<file path="config.mk">
export PLATFORM = sky130hd
export DESIGN_NAME = adc_ramp_ctrl
export DESIGN_NICKNAME = d
export VERILOG_FILES = /design/src/rtl/adc_ramp_ctrl.sv
export SDC_FILE = /design/constraint.sdc
export NUM_CORES = 1
export LEC_CHECK = 0
export BUFFER_PORTS_ARGS = -buffer_cell sky130_fd_sc_hd__buf_4
export CORE_MARGIN = 2
export CORE_UTILIZATION = 54
export DETAILED_ROUTE_END_ITERATION = 16
export PLACE_DENSITY = 0.76
export RECOVER_POWER = 100
export REMOVE_ABC_BUFFERS = 1
export SLEW_MARGIN = 20
export SYNTH_ARGS = -nofsm -noshare
export SYNTH_HDL_FRONTEND = slang
export SYNTH_SLANG_ARGS = --single-unit
</file>
<file path="constraint.sdc">
create_clock -name clk -period 1.6 [get_ports clk]
set_input_delay 0.4 -clock clk [delete_from_list [all_inputs] [get_ports clk]]
set_output_delay 0.4 -clock clk [all_outputs]
set_load 0.01 [all_outputs]
</file>
<file path="src/rtl/adc_ramp_ctrl.sv">
// adc_ramp_ctrl: single-slope ADC ramp sequencer; define ADC_CONT_EN for continuous conversion mode
module adc_ramp_ctrl #(
  parameter int SETTLE_CYC = 4
) (
  input  logic       clk,
  input  logic       reset_n,
  input  logic       start,
  input  logic       abort,
  input  logic       comp_in,
  input  logic       roll,
  input  logic       ready,
  output logic       cnt_rst_n,
  output logic [6:0] data,
  output logic       ovr,
  output logic       valid,
  output logic       busy
);
  typedef enum logic [1:0] {IDLE, SETTLE, RAMP, HOLD} state_t;
`ifdef ADC_CONT_EN
  localparam state_t AFTER_XFER = SETTLE;
`else
  localparam state_t AFTER_XFER = IDLE;
`endif
  localparam logic [3:0] SETTLE_LD = 4'(SETTLE_CYC - 1);
  state_t state, state_nx;
  logic c1, comp_s, hit, over;
  logic [3:0] settle_cnt;
  logic [6:0] code;
  assign hit = state == RAMP && comp_s;
  assign over = state == RAMP && !comp_s && (roll || code == 7'd127);
  assign cnt_rst_n = state == RAMP;
  assign valid = state == HOLD;
  assign busy = state != IDLE;
  // two-flop synchronizer for the asynchronous comparator
  always_ff @(posedge clk or negedge reset_n)
    if (!reset_n) {comp_s, c1} <= '0;
    else {comp_s, c1} <= {c1, comp_in};
  // next-state logic; abort overrides every other condition
  always_comb begin
    state_nx = state;
    case (state)
      IDLE:    state_nx = start ? SETTLE : IDLE;
      SETTLE:  state_nx = settle_cnt == 4'd0 ? RAMP : SETTLE;
      RAMP:    state_nx = (hit || over) ? HOLD : RAMP;
      HOLD:    state_nx = ready ? AFTER_XFER : HOLD;
      default: state_nx = IDLE;
    endcase
    if (abort) state_nx = IDLE;
  end
  // state, settle countdown and ramp code tracking
  always_ff @(posedge clk or negedge reset_n)
    if (!reset_n) begin
      state      <= IDLE;
      settle_cnt <= '0;
      code       <= '0;
    end else begin
      state      <= state_nx;
      settle_cnt <= (state_nx == SETTLE && state != SETTLE) ? SETTLE_LD :
                    (state == SETTLE && settle_cnt != 4'd0) ? settle_cnt - 4'd1 : settle_cnt;
      code       <= (state == RAMP && state_nx == RAMP) ? code + 7'd1 : 7'd0;
    end
  // result capture; an abort in the same cycle discards the trip
  always_ff @(posedge clk or negedge reset_n)
    if (!reset_n) begin
      data <= '0;
      ovr  <= 1'b0;
    end else if (!abort && hit) begin
      data <= code;
      ovr  <= 1'b0;
    end else if (!abort && over) begin
      data <= 7'd127;
      ovr  <= 1'b1;
    end
endmodule

</file>
==> results <==
- The area growth from synthesis to layout is 17.87%.
- Of all flip-flops after synthesis, the portion carrying an async set or reset was 100.0%.
- The total CTS buffers is 3.
- Cell internal power was estimated by the tool at 0.9837 mW.
- Entering global routing, the biggest net connects 24 pins.
- For this block, wires on met1 add up to 1.046 mm.
- The kind of critical path is register to primary output.
- Counting flops and latches in the post-synthesis netlist gives 23.
- The half-perimeter wire length after detailed placement is 1.564 mm.
- The number of warnings issued by yosys is 0.
- The register area is 578.1 um^2.
- The post-route netlist has 27.01% of its cells at a drive strength greater than 1.
- The number of search-and-repair iterations in the first detailed-routing pass is 4.
- Together, buffers and inverters on the worst path number 2.
- The area used by multi-input combinational logic is 519.2 um^2.
- After detailed routing, the number of remaining DRC violations is 0.
- The initial cell density of the core is 58.06%.
- The cell family contributing the most delay on the critical path is flip-flops.
- The deepest level of the CTS H-tree is 1.
- The xor-xnor portion of the synthesized cell area is 2.260%.
- The cell area that synthesis handed to floorplanning was 1162 um^2.
- Hold is met by 211.1 ps.
- The most repeated library cell on the critical path is sky130_fd_sc_hd__buf_4.
- The net count of the finished layout is 148.
- The highest signal layer in the routed design is met4.
- The post-route antenna net violation count is 0.
- The number of global-route vias before repair is 873.
- In the synthesized netlist, the number of instances is 110.
- The synthesized netlist devotes 3.229% of its cell area to adder and majority cells.
- The critical path endpoint category is a primary output.
- The die extent in x is 50.40 um.
- The clock net in this run drives a total of 23 sinks.
- The smallest clock period supported by the final layout is computed as 1552 ps.
- The data arrival time at the worst-slack endpoint is 1150 ps.
- Data on the critical path is required at its endpoint by 1200 ps.
- The setup skew after layout is 3.596 ps.
- The ratio of routed vias to standard cells is 5.433.
- The power per cell area is 1059 nW/um^2.
- The run finished with clean final reports.
- The count of pins over their slew limit was 0.
- After floorplanning, the core was sized to cover 2002 um^2.
- After detailed routing, the met3 layer carries 103 um of wire.
- The main combinational cell family by area after synthesis is simple AND/OR/NAND/NOR gates.
- After filler insertion, the fill cell instance count of the layout stands at 163.
- Setup violations remaining at the end of the flow were counted as 0.
- The number of antenna violations at the first check in global routing came to 0.
- The power dissipated by switching net loads is 0.4674 mW.
- Dividing the synthesized area by the synthesized cell count gives 10.57 um^2.
- The maximum clock insertion buffer count is 2.
- The clock reaches the later pin of the worst-skew pair after 310 ps.
- The signal on the critical path passes through buf_4 > and2_1 > buf_4.
- The basic-gate share of the synthesized area counting and, or, nand and nor cells is 21.85%.
- The total detailed-routing wirelength is 2.208 mm.
- The floorplan has 16 rows.
- The switching part of the total is 32.21%.
- Including well taps, the total number of placed cells is 154.
- The dominant register cell in the synthesized netlist is sky130_fd_sc_hd__dfrtp_1.
- In this run the static leakage power is 0.6299 nW.
- The clock tree from TritonCTS is done.
- The worst setup path is launched from a register.
- The vias after detailed routing is 891.
- The overall global routing resource usage is 19.86%.
- The final weighted congestion in routability-driven placement is 0.8122.
- The residual overflow from global routing is 0.
- The die covers 2540 um^2.
- The height of the die is 50.40 um.
- The post-route fraction of the period consumed by the critical path is 97.00%.
- Dividing the detail-routed wire length by the instance count gives 13.46 um.
- The number of antenna diodes is 0.
- The distinct cell type count after synthesis is 38.
- Headroom to the max-slew limit came out at 62.78%.
- The number of hold violations in the final report is 0.
- The routed design uses 1.021 mm of met2 wire.
- The worst-path maximum fanout is 3.
- The complex-gate fraction of the synthesized area is 15.18%.
- The share of total power dissipated in combinational logic is 30.6%.
- Max-cap violations in this run came to 0.
- The count of buffers added on input and output ports is 17.
- After routing the design area is 1370 um^2.
- In this run the clock root is driven by a sky130_fd_sc_hd__clkbuf_4.
- Sequential cells were found to cover 49.52% of the synthesized design area.
- The slowest stage of the critical path belongs to the cell sky130_fd_sc_hd__dfrtp_2.
- The highest clock rate is 0.6443 GHz.
- The standard cell area after detailed placement is 1319 um^2.
- The maximum resistive drop on vdd is 0.0006429 V.
- For this design the top-level I/O count stands at 18.
- The first-iteration detailed-routing DRC count is 17.
- The transition time at the pin with the least slew margin is 558.3 ps.
- The delay contributed by the slowest stage of the critical path is 440 ps.
- The path class of the tightest hold or removal check is primary input to register.
- The top cell types in the final layout, fill and taps aside, are sky130_fd_sc_hd__dfrtp_1, sky130_fd_sc_hd__buf_4, sky130_fd_sc_hd__inv_1.
- Leaving out fill and tap cells, the most frequent cell in the layout is sky130_fd_sc_hd__dfrtp_1.
- The total power after layout is 1.451 mW.
- The mux cell area share after synthesis is 1.722%.
- The clock network power share is 18.2%.
- In this run, synthesis inferred 0 flip-flops with an integrated enable.
- After clock tree synthesis, the clock-pin slew on the worst setup and hold paths is 120 ps.
- Once layout is complete, the cells apart from fillers number 164.
- The part of the total power dissipated in sequential elements is 51.2%.
- The first global-routing pass estimated 3.781 mm of wire.
-- power groups by stage --
stage / Clock (mW) / Combinational [mW] / Sequential [mW]
2_1_floorplan: 0 / 0.249 / 0.759
3_3_place_gp: 0 / 0.383 / 0.759
3_5_place_dp: 0 / 0.404 / 0.764
4_1_cts: 0.271 / 0.448 / 0.739
5_1_grt: 0.298 / 0.506 / 0.755
6_report: 0.264 / 0.444 / 0.743
-- kinds of logic after synthesis --
logic type | Yosys count
AOI/OAI and AO/OA | 28
xor gates and xnor gates | 3
adders and majority gates | 3
buffers and inverters | 14
DFF | 23
muxes | 2
and+or+nand+nor | 37
-- area by class of cell --
class	instances	area share [%]
clock buffer	3	1.644
clock inverter	1	0.3653
inverter	10	2.740
multi-input combinational	73	37.90
sequential	23	42.19
tap	27	2.466
timing repair buffer	27	12.69
-- Yosys cell counts (3+ instances only) --
cell	count	area [um^2]
sky130_fd_sc_hd__a21oi_1	9	45.04
sky130_fd_sc_hd__dfrtp_1	23	575.6
sky130_fd_sc_hd__ha_1	3	37.54
sky130_fd_sc_hd__inv_1	10	37.54
sky130_fd_sc_hd__nand2_1	5	18.77
sky130_fd_sc_hd__nand3_1	5	25.02
sky130_fd_sc_hd__nor2_1	3	11.26
sky130_fd_sc_hd__nor3_2	4	40.04
sky130_fd_sc_hd__o21ai_0	5	25.02
sky130_fd_sc_hd__o22ai_1	8	50.05
-- through the flow --
stage | setup TNS (ps) | utilization (%) | setup WS (ps)
after floorplan | 0 | - | 141.7
after global placement | 0 | 65.88 | 134.4
after detailed placement | 0 | 65.88 | 58.41
after CTS | 0 | 69.38 | 19.22
after global routing | -11.05 | 68.44 | -11.05
final | 0 | 68.44 | 48.04
-- registers in the layout, indices dropped and copies added, names as in the netlist --
register,count
c1,1
code,7
comp_s,1
data,7
ovr,1
settle_cnt,4
state,2
-- timing repair --
item                                   4_1_cts  5_1_grt
setup buffers                                4        1
endpoints found under the hold margin       23        0
gates cloned                                 0        0
hold buffers                                 1        0
setup endpoints to repair                    1        3
gates resized for setup                      2        3
-- final timing paths --
kind                             to      from  slack (ps)  depth (start not counted)
hold reg to reg              comp_s        c1         370                          0
hold / removal                   c1   comp_in         210                          1
min in group asynchronous   data[2]   reset_n         600                          2
max in group asynchronous  state[0]   reset_n         610                          2
setup / recovery              valid  state[0]          50                          3
setup reg to reg                ovr   code[1]          90                          4
-- worst reg2reg max path, delay by kind of cell, from the launching register on --
kind / cells / cell delay, ps
simple gates: 2 / 480
fa+ha+maj: 1 / 230
compound gates: 1 / 260
flops: 1 / 430
-- routing by layer --
layer | vias up | GRT usage (%)
li1 | 445 | -
met3 | 6 | 3.571
met2 | 20 | 31.36
met1 | 420 | 27.45
met5 | - | 0
met4 | 0 | 7.207
Note: power is estimated with default switching activity, not from simulation.
